==> src/rtl/sal_ddr2_pkg.sv <==
// Shared DDR2 definitions: the command encoding, default bus geometry and
// the sizing helper for the inter-bank timing counters.
package sal_ddr2_pkg;

  typedef enum logic [1:0] {
    CMD_ACT = 2'd0,
    CMD_RD  = 2'd1,
    CMD_WR  = 2'd2,
    CMD_PRE = 2'd3
  } cmd_t;

  localparam int BK_CNT_DEF = 8;
  localparam int ADDR_W_DEF = 14;

  // Width that holds the largest timing value (and zero).
  function automatic int tcnt_width(input int trrd, input int tccd, input int tfaw);
    int m;
    m = trrd;
    if (tccd > m) m = tccd;
    if (tfaw > m) m = tfaw;
    return $clog2(m + 1);
  endfunction

endpackage

==> src/rtl/sal_cmd_scheduler_if.sv <==
// Bank-request and command-bus bundle of the DDR2 command scheduler.
// The scheduler uses the slave modport; the bank/bus side uses master.
interface sal_cmd_scheduler_if
  import sal_ddr2_pkg::*;
#(
  parameter int BK_CNT = BK_CNT_DEF,
  parameter int ADDR_W = ADDR_W_DEF
);
  localparam int BA_W = (BK_CNT > 1) ? $clog2(BK_CNT) : 1;

  logic [BK_CNT-1:0]        req_valid;
  logic [2*BK_CNT-1:0]      req_cmd;
  logic [ADDR_W*BK_CNT-1:0] req_addr;
  logic [BK_CNT-1:0]        req_gnt;
  logic                     cmd_valid;
  logic [1:0]               cmd_type;
  logic [BA_W-1:0]          cmd_ba;
  logic [ADDR_W-1:0]        cmd_addr;

  modport master (
    output req_valid, req_cmd, req_addr,
    input  req_gnt, cmd_valid, cmd_type, cmd_ba, cmd_addr
  );

  modport slave (
    input  req_valid, req_cmd, req_addr,
    output req_gnt, cmd_valid, cmd_type, cmd_ba, cmd_addr
  );
endinterface

==> src/rtl/sal_rr_arbiter.sv <==
// Generic masked round-robin picker: returns the first request at or after
// ptr_i (wrapping), as a one-hot grant plus its index.
module sal_rr_arbiter #(
  parameter int N  = 8,
  parameter int IW = 3
) (
  input  logic [N-1:0]  req_i,
  input  logic [IW-1:0] ptr_i,
  output logic [N-1:0]  gnt_o,
  output logic [IW-1:0] idx_o,
  output logic          any_o
);
  logic [N-1:0] hi_mask;
  logic [N-1:0] masked;
  logic [N-1:0] use_vec;

  for (genvar gi = 0; gi < N; gi++) begin : g_mask
    assign hi_mask[gi] = (IW'(gi) >= ptr_i);
  end

  assign masked  = req_i & hi_mask;
  assign use_vec = (|masked) ? masked : req_i;
  assign any_o   = |req_i;

  // Lowest set bit of the (possibly wrapped) candidate vector wins.
  always_comb begin
    idx_o = '0;
    gnt_o = '0;
    for (int k = N - 1; k >= 0; k--) begin
      if (use_vec[k]) idx_o = IW'(k);
    end
    if (any_o) gnt_o[idx_o] = 1'b1;
  end
endmodule

==> src/rtl/sal_cmd_scheduler.sv <==
// DDR2 command-bus scheduler: grants one bank command per cycle with
// priority column > PRE > ACT, round-robin within a class, enforcing tRRD
// and tCCD. Defining SAL_TFAW_EN adds the four-activate window (tFAW).
module sal_cmd_scheduler
  import sal_ddr2_pkg::*;
#(
  parameter int BK_CNT = BK_CNT_DEF,
  parameter int ADDR_W = ADDR_W_DEF,
  parameter int TRRD   = 2,
  parameter int TCCD   = 2,
  parameter int TFAW   = 10
) (
  input logic               clk,
  input logic               rst_n,
  sal_cmd_scheduler_if.slave bus
);
  localparam int BA_W  = (BK_CNT > 1) ? $clog2(BK_CNT) : 1;
  localparam int CNT_W = tcnt_width(TRRD, TCCD, TFAW);

  logic [1:0]        cmd_arr  [BK_CNT];
  logic [ADDR_W-1:0] addr_arr [BK_CNT];
  logic [BK_CNT-1:0] act_req, col_req, pre_req, sel_req;
  logic [BK_CNT-1:0] arb_gnt;
  logic [BA_W-1:0]   arb_idx;
  logic              arb_any;
  logic              act_ok, col_ok;
  logic              act_g, col_g;

  logic              cmd_valid_q, cmd_valid_d;
  logic [1:0]        cmd_type_q, cmd_type_d;
  logic [BA_W-1:0]   cmd_ba_q, cmd_ba_d;
  logic [ADDR_W-1:0] cmd_addr_q, cmd_addr_d;
  logic [BA_W-1:0]   rr_ptr_q, rr_ptr_d;
  logic [CNT_W-1:0]  rrd_q, rrd_d;
  logic [CNT_W-1:0]  ccd_q, ccd_d;

  // Split the flat request buses and classify each pending command.
  for (genvar gi = 0; gi < BK_CNT; gi++) begin : g_bank
    assign cmd_arr[gi]  = bus.req_cmd[2*gi +: 2];
    assign addr_arr[gi] = bus.req_addr[ADDR_W*gi +: ADDR_W];
    assign act_req[gi]  = bus.req_valid[gi] & (cmd_arr[gi] == CMD_ACT) & act_ok;
    assign col_req[gi]  = bus.req_valid[gi] & ((cmd_arr[gi] == CMD_RD) |
                                               (cmd_arr[gi] == CMD_WR)) & col_ok;
    assign pre_req[gi]  = bus.req_valid[gi] & (cmd_arr[gi] == CMD_PRE);
  end

  assign col_ok = (ccd_q == '0);

`ifdef SAL_TFAW_EN
  logic [CNT_W-1:0] faw_q [4];
  logic [CNT_W-1:0] faw_d [4];
  logic             faw_free;

  // A FAW slot is free when any of the four window counters has expired;
  // an ACT grant claims the lowest-index free slot.
  always_comb begin
    faw_free = 1'b0;
    for (int k = 0; k < 4; k++) begin
      if (faw_q[k] == '0) faw_free = 1'b1;
    end
    for (int k = 0; k < 4; k++) begin
      faw_d[k] = (faw_q[k] != '0) ? faw_q[k] - 1'b1 : faw_q[k];
    end
    if (act_g) begin
      for (int k = 3; k >= 0; k--) begin
        if (faw_q[k] == '0) begin
          faw_d = faw_q;
          for (int j = 0; j < 4; j++) begin
            faw_d[j] = (faw_q[j] != '0) ? faw_q[j] - 1'b1 : faw_q[j];
          end
          faw_d[k] = CNT_W'(TFAW - 1);
        end
      end
    end
  end

  assign act_ok = (rrd_q == '0) & faw_free;
`else
  assign act_ok = (rrd_q == '0);
`endif

  // Only the highest non-empty eligible class reaches the arbiter.
  always_comb begin
    if (|col_req)      sel_req = col_req;
    else if (|pre_req) sel_req = pre_req;
    else               sel_req = act_req;
  end

  sal_rr_arbiter #(.N(BK_CNT), .IW(BA_W)) u_arb (
    .req_i (sel_req),
    .ptr_i (rr_ptr_q),
    .gnt_o (arb_gnt),
    .idx_o (arb_idx),
    .any_o (arb_any)
  );

  assign bus.req_gnt = rst_n ? arb_gnt : '0;
  assign act_g = arb_any & (cmd_arr[arb_idx] == CMD_ACT);
  assign col_g = arb_any & ((cmd_arr[arb_idx] == CMD_RD) | (cmd_arr[arb_idx] == CMD_WR));

  // Next-state: bus command, pointer advance and timer load/decrement.
  always_comb begin
    cmd_valid_d = arb_any;
    cmd_type_d  = arb_any ? cmd_arr[arb_idx] : 2'd0;
    cmd_ba_d    = arb_any ? arb_idx : '0;
    cmd_addr_d  = arb_any ? addr_arr[arb_idx] : '0;
    rr_ptr_d    = rr_ptr_q;
    if (arb_any) begin
      rr_ptr_d = (arb_idx == BA_W'(BK_CNT - 1)) ? '0 : arb_idx + BA_W'(1);
    end
    rrd_d = (rrd_q != '0) ? rrd_q - 1'b1 : rrd_q;
    if (act_g) rrd_d = CNT_W'(TRRD - 1);
    ccd_d = (ccd_q != '0) ? ccd_q - 1'b1 : ccd_q;
    if (col_g) ccd_d = CNT_W'(TCCD - 1);
  end

  // State registers with synchronous active-low reset.
  always_ff @(posedge clk) begin
    if (!rst_n) begin
      cmd_valid_q <= 1'b0;
      cmd_type_q  <= 2'd0;
      cmd_ba_q    <= '0;
      cmd_addr_q  <= '0;
      rr_ptr_q    <= '0;
      rrd_q       <= '0;
      ccd_q       <= '0;
`ifdef SAL_TFAW_EN
      for (int k = 0; k < 4; k++) faw_q[k] <= '0;
`endif
    end else begin
      cmd_valid_q <= cmd_valid_d;
      cmd_type_q  <= cmd_type_d;
      cmd_ba_q    <= cmd_ba_d;
      cmd_addr_q  <= cmd_addr_d;
      rr_ptr_q    <= rr_ptr_d;
      rrd_q       <= rrd_d;
      ccd_q       <= ccd_d;
`ifdef SAL_TFAW_EN
      for (int k = 0; k < 4; k++) faw_q[k] <= faw_d[k];
`endif
    end
  end

  assign bus.cmd_valid = cmd_valid_q;
  assign bus.cmd_type  = cmd_type_q;
  assign bus.cmd_ba    = cmd_ba_q;
  assign bus.cmd_addr  = cmd_addr_q;
endmodule

==> src/flat_wrapper.sv <==
// flat-port wrapper written by rule: the top's interface ports become plain ports
module sal_cmd_scheduler_flat import sal_ddr2_pkg::*;
#(
  parameter int BK_CNT = BK_CNT_DEF,
  parameter int ADDR_W = ADDR_W_DEF,
  parameter int TRRD   = 2,
  parameter int TCCD   = 2,
  parameter int TFAW   = 10
)
  (clk, rst_n, bus_req_valid, bus_req_cmd, bus_req_addr, bus_req_gnt, bus_cmd_valid, bus_cmd_type, bus_cmd_ba, bus_cmd_addr);
  sal_cmd_scheduler_if #(.BK_CNT(BK_CNT), .ADDR_W(ADDR_W)) bus_i ();
  input logic clk;
  input logic rst_n;
  input wire logic [$bits(bus_i.req_valid)-1:0] bus_req_valid;
  input wire logic [$bits(bus_i.req_cmd)-1:0] bus_req_cmd;
  input wire logic [$bits(bus_i.req_addr)-1:0] bus_req_addr;
  output wire logic [$bits(bus_i.req_gnt)-1:0] bus_req_gnt;
  output wire logic [$bits(bus_i.cmd_valid)-1:0] bus_cmd_valid;
  output wire logic [$bits(bus_i.cmd_type)-1:0] bus_cmd_type;
  output wire logic [$bits(bus_i.cmd_ba)-1:0] bus_cmd_ba;
  output wire logic [$bits(bus_i.cmd_addr)-1:0] bus_cmd_addr;
  assign bus_i.req_valid = bus_req_valid;
  assign bus_i.req_cmd = bus_req_cmd;
  assign bus_i.req_addr = bus_req_addr;
  assign bus_req_gnt = bus_i.req_gnt;
  assign bus_cmd_valid = bus_i.cmd_valid;
  assign bus_cmd_type = bus_i.cmd_type;
  assign bus_cmd_ba = bus_i.cmd_ba;
  assign bus_cmd_addr = bus_i.cmd_addr;
  sal_cmd_scheduler #(.BK_CNT(BK_CNT), .ADDR_W(ADDR_W), .TRRD(TRRD), .TCCD(TCCD), .TFAW(TFAW)) u_core (.clk(clk), .rst_n(rst_n), .bus(bus_i));
endmodule
==> config.mk <==
export PLATFORM = sky130hd
export DESIGN_NAME = sal_cmd_scheduler_flat
export DESIGN_NICKNAME = d
export VERILOG_FILES = /design/src/rtl/sal_ddr2_pkg.sv /design/src/rtl/sal_cmd_scheduler_if.sv /design/src/rtl/sal_rr_arbiter.sv /design/src/rtl/sal_cmd_scheduler.sv /design/src/flat_wrapper.sv
export SDC_FILE = /design/constraint.sdc
export NUM_CORES = 1
export LEC_CHECK = 0
export CAP_MARGIN = 15
export CORE_MARGIN = 2
export CORE_UTILIZATION = 45
export CTS_CLUSTER_SIZE = 10
export DETAILED_ROUTE_END_ITERATION = 10
export PLACE_DENSITY = 0.79
export SYNTH_ARGS = -nofsm -noshare
export SYNTH_HDL_FRONTEND = slang
export SYNTH_SLANG_ARGS = --single-unit
==> constraint.sdc <==
create_clock -name clk -period 5.5 [get_ports clk]
set_input_delay 0.825 -clock clk [delete_from_list [all_inputs] [get_ports clk]]
set_output_delay 0.825 -clock clk [all_outputs]
set_load 0.02 [all_outputs]
# Word level (Yosys, flattened, before mapping)
# Cells that the tools add are included.
# word_totals
ff_bits	31
latchBits	0
ram_bits	0
mem_bits_ro	0
in_bits	138
out_inout_bits	28
elab_cells	153
memories	0
# classes
add_sub_neg	3
n_mul	0
div_mod_pow	0
magnitude_cmp	11
eq_ne	27
shifts	0
mux	26
bitwise_logic	54
reduce_logical	23
# ops
operator	n
$and A1 B1 Y1	42
$bmux W14 S3	1
$mux W8	5
$eq A2 B2 Y1 const B	17
$reduce_or A8 Y1	4
$mux W14	2
$mux W3	9
$eq A2 B1 Y1 const B	9
$logic_not A2 Y1	9
$ge A3 B3 Y1 const A	4
$or A1 B1 Y1	9
$and A8 B8 Y8	1
$logic_not A4 Y1	2
$reduce_bool A4 Y1	2
$sub A4 B1 Y4 const B	2
$bmux W2 S3	1
$ge A1 B3 Y1 const A	2
$ge A2 B3 Y1 const A	2
$mux W1	5
$ge A4 B4 Y1 const B	1
$lt A3 B4 Y1 const B	1
$mux W2	2
$not A3 Y4	1
$reduce_bool A2 Y1	2
other kinds (8)	9

# Logic depth before layout (Yosys ltp)
# depth
word_depth	25
ltp_mapped	18
ltp_nobuf	16

# Cells and area by module
# A second synthesis with hierarchy kept.
# unflattened
cells_unflattened	304
hier_area_um2	2986.6
# by_module_without_submodules
module	n_inst	cells_each	area_per_inst_um2	seq_area_each_um2
sal_cmd_scheduler	1	246	2605.0	620.6
sal_rr_arbiter	1	58	381.6	0.0

# Worst setup path after synthesis
# Ideal clock, no wire load.
# synth_timing
path_type	input port to output port
start	input port bus_req_cmd[8]
end	output port bus_req_gnt[6]
arrival_time_ps	3788
required_ps	4675
setup_slack_ps	887
stages	12
path_buffers	1
path_cell_list	inv_1 -> ha_1 -> a222oi_1 -> nand3_1 -> nor2_1 -> o311ai_2 -> o2111ai_4 -> o22a_2 -> o21ai_2 -> nor4b_4 -> buf_4 -> nor2b_1
# synth_via
elab_chain_cells	23
elab_cells_between_ends	33
classes_between	2 x order compare; 3 x eq/ne; 15 x mux; 7 x bitwise; 6 x reduce/logical
# synth_lines
item	line	source
start: declaration	flat_wrapper.sv:15	input wire logic [$bits(bus_i.req_cmd)-1:0] bus_req_cmd;
$eq A2 B1 Y1 / $eq A2 B2 Y1 (equally long branches)	sal_cmd_scheduler.sv:42, sal_cmd_scheduler.sv:43	
$or A1 B1 Y1	sal_cmd_scheduler.sv:42	assign col_req[gi] = bus.req_valid[gi] & ((cmd_arr[gi] == CMD_RD) |
$and A1 B1 Y1	sal_cmd_scheduler.sv:42	
$and A1 B1 Y1	sal_cmd_scheduler.sv:43	(cmd_arr[gi] == CMD_WR)) & col_ok;
$reduce_or A8 Y1	sal_cmd_scheduler.sv:84	if (|col_req) sel_req = col_req;
$mux W8 (*)	sal_cmd_scheduler.sv:84	
$and A8 B8 Y8	sal_rr_arbiter.sv:21	assign masked = req_i & hi_mask;
$reduce_or A8 Y1	sal_rr_arbiter.sv:22	assign use_vec = (|masked) ? masked : req_i;
$mux W8	sal_rr_arbiter.sv:22	
$mux W3 (8 in a row)	sal_rr_arbiter.sv:30	if (use_vec[k]) idx_o = IW'(k);
$lt A3 B4 Y1 (not written as such) / $ge A3 B1 Y1 (equally long branches)	sal_rr_arbiter.sv:32	if (any_o) gnt_o[idx_o] = 1'b1;
$logic_and A1 B1 Y1 (not written as such)	sal_rr_arbiter.sv:32	
$mux W1 (not written as such)	sal_rr_arbiter.sv:32	
$demux W1 S3	sal_rr_arbiter.sv:32	
$mux W8 (*)	sal_rr_arbiter.sv:32	
$mux W8 (*)	sal_cmd_scheduler.sv:97	assign bus.req_gnt = rst_n ? arb_gnt : '0;
end: declaration	flat_wrapper.sv:17	output wire logic [$bits(bus_i.req_gnt)-1:0] bus_req_gnt;
# Every way passes the cells marked *; elsewhere a longest branch is shown, timed or not.

# Worst setup path after layout
# layout_timing
start	input port bus_req_cmd[8]
end	output port bus_req_gnt[7]
# layout_via
elab_chain_cells	23
elab_cells_between_ends	33
classes_between	2 x order compare; 3 x eq/ne; 15 x mux; 7 x bitwise; 6 x reduce/logical
# layout_lines
item	line	source
$eq A2 B1 Y1 / $eq A2 B2 Y1 (equally long branches)	sal_cmd_scheduler.sv:42, sal_cmd_scheduler.sv:43	
$or A1 B1 Y1	sal_cmd_scheduler.sv:42	
$and A1 B1 Y1	sal_cmd_scheduler.sv:42	
$and A1 B1 Y1	sal_cmd_scheduler.sv:43	
$reduce_or A8 Y1	sal_cmd_scheduler.sv:84	
$mux W8 (*)	sal_cmd_scheduler.sv:84	
$and A8 B8 Y8	sal_rr_arbiter.sv:21	
$reduce_or A8 Y1	sal_rr_arbiter.sv:22	
[... 8 more ...]	n/a	
$mux W3 (*)	sal_rr_arbiter.sv:30	
net u_core.arb_idx[0]	sal_cmd_scheduler.sv:24	logic [BA_W-1:0] arb_idx;
$lt A3 B4 Y1 (not written as such) / $ge A3 B1 Y1 (equally long branches)	sal_rr_arbiter.sv:32	
$logic_and A1 B1 Y1 (not written as such)	sal_rr_arbiter.sv:32	
$mux W1 (not written as such)	sal_rr_arbiter.sv:32	
$demux W1 S3 (*)	sal_rr_arbiter.sv:32	
$mux W8 (*)	sal_rr_arbiter.sv:32	
$mux W8 (*)	sal_cmd_scheduler.sv:97	
# The timed path passes the listed nets; every way through them passes the cells marked *.

==> results.env <==
VIOLATION_COUNT_AFTER_THE_FIRST_DETAILED_ROUTE_ITERATION=459
GRT_START_MAX_NET_PINS=67
SYNTH_COMPOUND_AREA_SHARE_PCT=46.6
WORST_SLEW_MARGIN_REL_PCT=41.3
NUMBER_OF_PRIMARY_I_O_PINS=166
SYNTH_AREA_MM2=0.00422
SYNTH.AREA.MUX_SHARE_PCT=0.237
SYNTH_SIMPLE_GATE_AREA_SHARE_PCT=23.5
WORST_SETUP_EP_TYPE='output pin'
PLACEABLECOREAREA_MM2=0.00915
HP-CLASS='flip-flop to flip-flop'
GRT.OVERFLOW.TOTAL=0
GRT_SETUP_UNREPAIRED='yes'
H-TREE-DEPTH=2
SYNTH-ADDER-AREA-SHARE_PCT=6.22
STATUS='complete, but fails checks'
DRV_CAP=0
SETUP_VIOL=1
WORSTPATHMAXFANOUT=8
SHARE_OF_LAYOUT_CELLS_ABOVE_DRIVE_STRENGTH_1_PCT=11.2
WORSTSETUPSTARTPOINTTYPE='input port'
CLK_ROOT_BUFFER_CELL='sky130_fd_sc_hd__clkbuf_8'
GRT.MET3_USAGE_PCT=6.45
DIE_AREA_MM2=0.0102
YS_TYPES=68
GLOBALROUTETOTALUTIL_PCT=34.0
GRT_FIRST_PASS_WIRELENGTH_UM=27500
FINAL_CELL_COUNT_NO_FILL=963
TIGHTESTPINTRANSITION_NS=0.877
CLOCK_PATH_BUFFERS=2
SEQ_AREA_FRAC_SYNTH_PCT=14.7
COMMONEST_REGISTER_CELL_AFTER_SYNTHESIS='sky130_fd_sc_hd__dfxtp_1'
FINALWIRELENGTH_UM=17800
CTS_TREE='built'
MULTI_INPUT_COMB_AREA_MM2=0.00336
SYNTHESIS.NETS=839
MOSTFREQUENTLAYOUTCELL='sky130_fd_sc_hd__o21ai_0'
FIN_CRIT_NS=5.51
HOLDWS_NS=0.507
HOLD_VIOL=0
ROUTEDWLPERCELL_UM=18.4
PLACEMENT_ROWS=35
CRITPATHTOPFAMILY='compound AO/OA/AOI/OAI gates'
MOST-COMMON-LAYOUT-CELLS='sky130_fd_sc_hd__o21ai_0 (178), sky130_fd_sc_hd__clkdlybuf4s50_1 (159), sky130_fd_sc_hd__nand2_1 (124), sky130_fd_sc_hd__a21oi_1 (70), sky130_fd_sc_hd__buf_4 (52)'
FINISH.UTILIZATION_PCT=70.0
CP.BUFFERS_INVERTERS=5
FIRSTDRTPASSITERS=7
FINAL.SETUP.WORST_SLACK_NS=-0.00961
SYNTH_XOR_XNOR_AREA_SHARE_PCT=0.622
TOTALNEGATIVESETUPSLACK_NS=-0.00961
ROUTABILITY_CONGESTION_ESTIMATE_FROM_GLOBAL_PLACEMENT=0.990
VIAS=5907
FINALNETCOUNT=1009
LARGEST_FAMILY_OF_LOGIC_CELLS_BY_SYNTHESIZED_AREA='compound AO/OA/AOI/OAI gates'
CLOCK_LATENCY_OF_THE_LATER_CLOCKED_REGISTER_IN_THE_WORST_SKEW_PAIR_NS=0.30
GR-MAX-USAGE-LAYER='met2'
FAILED_CHECKS='setup timing'
PWR_DENSITY_CELL_mW_PER_MM2=464
NUMBER_OF_SYNTHESIS_WARNINGS=0
POWER_mW=2.97
STARTING_DENSITY_OF_THE_CORE_PCT=46.1
PLACED_CELLS=950
PATH_CELLS='clkdlybuf4s50_1 > inv_1 > ha_1 > a222oi_1 > nand3_2 > o21ai_2 > o2111ai_1 > a41oi_2 > a2bb2oi_2 > buf_4 > o2bb2ai_4 > a21oi_2 > buf_4 > and2_1 > clkdlybuf4s50_1'
WORSTSETUPPATHTYPE='input port to output pin'
CRITICAL_PATH_ARRIVAL_NS=4.68
SLOWEST_DELAY_NS=0.61
LAYOUT-AREA-OVERHEAD-VS-SYNTH_PCT=51.7
SEQ_AREA_UM2=621
DIE_H_UM=101
POST-ROUTE-DRC-COUNT=0
LAYOUT.FILLER_CELLS=769
CLKSINKCOUNT=31
GLOBAL_ROUTE.USAGE.MET1_PCT=41.6
YS_FF_LATCH=31
SYNTH_CELLS=680
ANTENNA_FOUND_INITIAL=1
CPMAXSTAGEDELAYCELL='sky130_fd_sc_hd__clkdlybuf4s50_1'
P_LEAK_nW=2.61
PATH_CLK_SLEW_NS=0.07
SYNTH.AVG_CELL_AREA_UM2=6.21
DRT-VIAS-PER-INSTANCE=6.13
BUFFER_PORTS.INSERTED=165
MAX_FREQ_MHz=182
SYNTH-EDFF-COUNT=0
CRITPATHREQUIREDTIME_NS=4.68
FINAL.SETUP_SKEW_NS=0.0113
DRT.ANTENNA.VIOLATING_NETS=0
SYNTH_ASYNC_SR_FLOP_SHARE_PCT=0
VDD.IR_DROP.WORST_V=0.000250
GRT_PASS1_VIAS=5601
FINALCRITPERIODSHARE_PCT=100
FLOORPLAN.DIE.WIDTH_UM=101
CTS_HOLD_REPAIR.BUFFERS=0
NUMCTSBUFFERS=5
FINALMAXSLEWVIOLATIONS=0
PLACE_HPWL_UM=13500
GRTUSAGEMET2_PCT=57.7
routing by layer:
layer	routed length, µm	up-vias
met2	8660	317
met3	1480	55
met4	708	0
li1	-	2810
met5	0	-
met1	6920	2725
final cells by class:
class	instances	area share (%)
clock buffer	6	1.29
multi-input combinational	567	52.5
sequential	31	9.69
antenna	1	0.0391
timing repair buffer	218	32.2
tap	111	2.17
inverter	27	1.58
clock inverter	2	0.547
flip-flops by register name, summed over array words and instances (netlist names):
name,count
u_core.rrd_q,4
u_core.bus.cmd_addr,14
u_core.ccd_q,4
u_core.bus.cmd_ba,3
u_core.bus.cmd_valid,1
u_core.rr_ptr_q,3
u_core.bus.cmd_type,2
power breakdown:
part	internal (mW)	total (mW)	switching, mW
sequential	0.307	0.358	0.0504
combinational	0.942	2.36	1.42
clock	0.147	0.249	0.102
stage by stage:
| stage | worst slack [ns] | area [µm²] |
|---|---|---|
| 3_3_place_gp | 0.0269 | 6190 |
| 3_5_place_dp | -0.0260 | 6190 |
| 2_1_floorplan | 0.887 | 4220 |
| 4_1_cts | 0.00215 | 6330 |
| 5_1_grt | -0.195 | 6410 |
| 6_report | -0.00961 | 6410 |
logic make-up (layout without fill, tap and decap cells):
logic type	after synthesis	after routing
buf+inv	82	253
simple gates	208	208
other cells	0	1
flops	31	31
mux	1	1
xor+xnor	3	3
compound gates	334	334
fa+ha+maj	21	21
Yosys cell counts (2+ instances only):
cell type	n	area, µm²
sky130_fd_sc_hd__a31oi_1	2	12.5
sky130_fd_sc_hd__ha_1	21	263
sky130_fd_sc_hd__o211ai_1	3	22.5
sky130_fd_sc_hd__and2_1	6	37.5
sky130_fd_sc_hd__a22oi_1	4	30.0
sky130_fd_sc_hd__a222oi_1	2	20.0
sky130_fd_sc_hd__nor4b_4	2	47.6
sky130_fd_sc_hd__clkbuf_1	29	109
sky130_fd_sc_hd__o21ai_2	2	17.5
sky130_fd_sc_hd__o311ai_2	2	32.5
sky130_fd_sc_hd__nand4_1	17	106
sky130_fd_sc_hd__a211o_1	3	26.3
sky130_fd_sc_hd__a2bb2oi_2	2	30.0
sky130_fd_sc_hd__nor2b_1	2	12.5
sky130_fd_sc_hd__inv_1	27	101
sky130_fd_sc_hd__o2111ai_1	2	17.5
sky130_fd_sc_hd__nor3_1	7	35.0
sky130_fd_sc_hd__dfxtp_1	31	621
sky130_fd_sc_hd__xnor2_1	3	26.3
sky130_fd_sc_hd__nand3_1	10	50.1
sky130_fd_sc_hd__nand3b_1	2	15.0
sky130_fd_sc_hd__buf_2	25	125
sky130_fd_sc_hd__a211oi_1	8	60.1
sky130_fd_sc_hd__o22ai_1	8	50.1
sky130_fd_sc_hd__o21ai_0	179	896
sky130_fd_sc_hd__or3_1	2	12.5
sky130_fd_sc_hd__o21bai_1	2	15.0
sky130_fd_sc_hd__a21boi_0	2	15.0
sky130_fd_sc_hd__a21oi_2	2	17.5
sky130_fd_sc_hd__nor3b_1	3	22.5
sky130_fd_sc_hd__nor2_1	20	75.1
sky130_fd_sc_hd__o21ai_1	20	100
sky130_fd_sc_hd__a21oi_1	71	355
sky130_fd_sc_hd__nand2_1	125	469
tightest hold or removal path, cell delays in order, from the launching register on:
cell	delay [ns]
sky130_fd_sc_hd__dfxtp_1	0.32
sky130_fd_sc_hd__nor2_1	0.10
sky130_fd_sc_hd__a211oi_1	0.05
path summary, 6_finish.rpt:
path | from | to | slack, ns | depth (start not counted)
worst max-delay path | bus_req_cmd[8] | bus_req_gnt[7] | -0.01 | 15
worst max register to register | u_core.ccd_q[0]$_SDFFE_PN0P_ | u_core.ccd_q[1]$_SDFFE_PP0N_ | 0.94 | 18
worst min-delay path | u_core.ccd_q[1]$_SDFFE_PP0N_ | u_core.ccd_q[1]$_SDFFE_PP0N_ | 0.51 | 2
worst min register to register | u_core.ccd_q[1]$_SDFFE_PP0N_ | u_core.ccd_q[1]$_SDFFE_PP0N_ | 0.51 | 2
timing repair:
item	CTS	global route
endpoints found under the setup margin	8	8
setup buffers	1	3
pin swaps	0	4
gates resized for setup	3	14
Note: power is estimated with default switching activity, not from simulation.
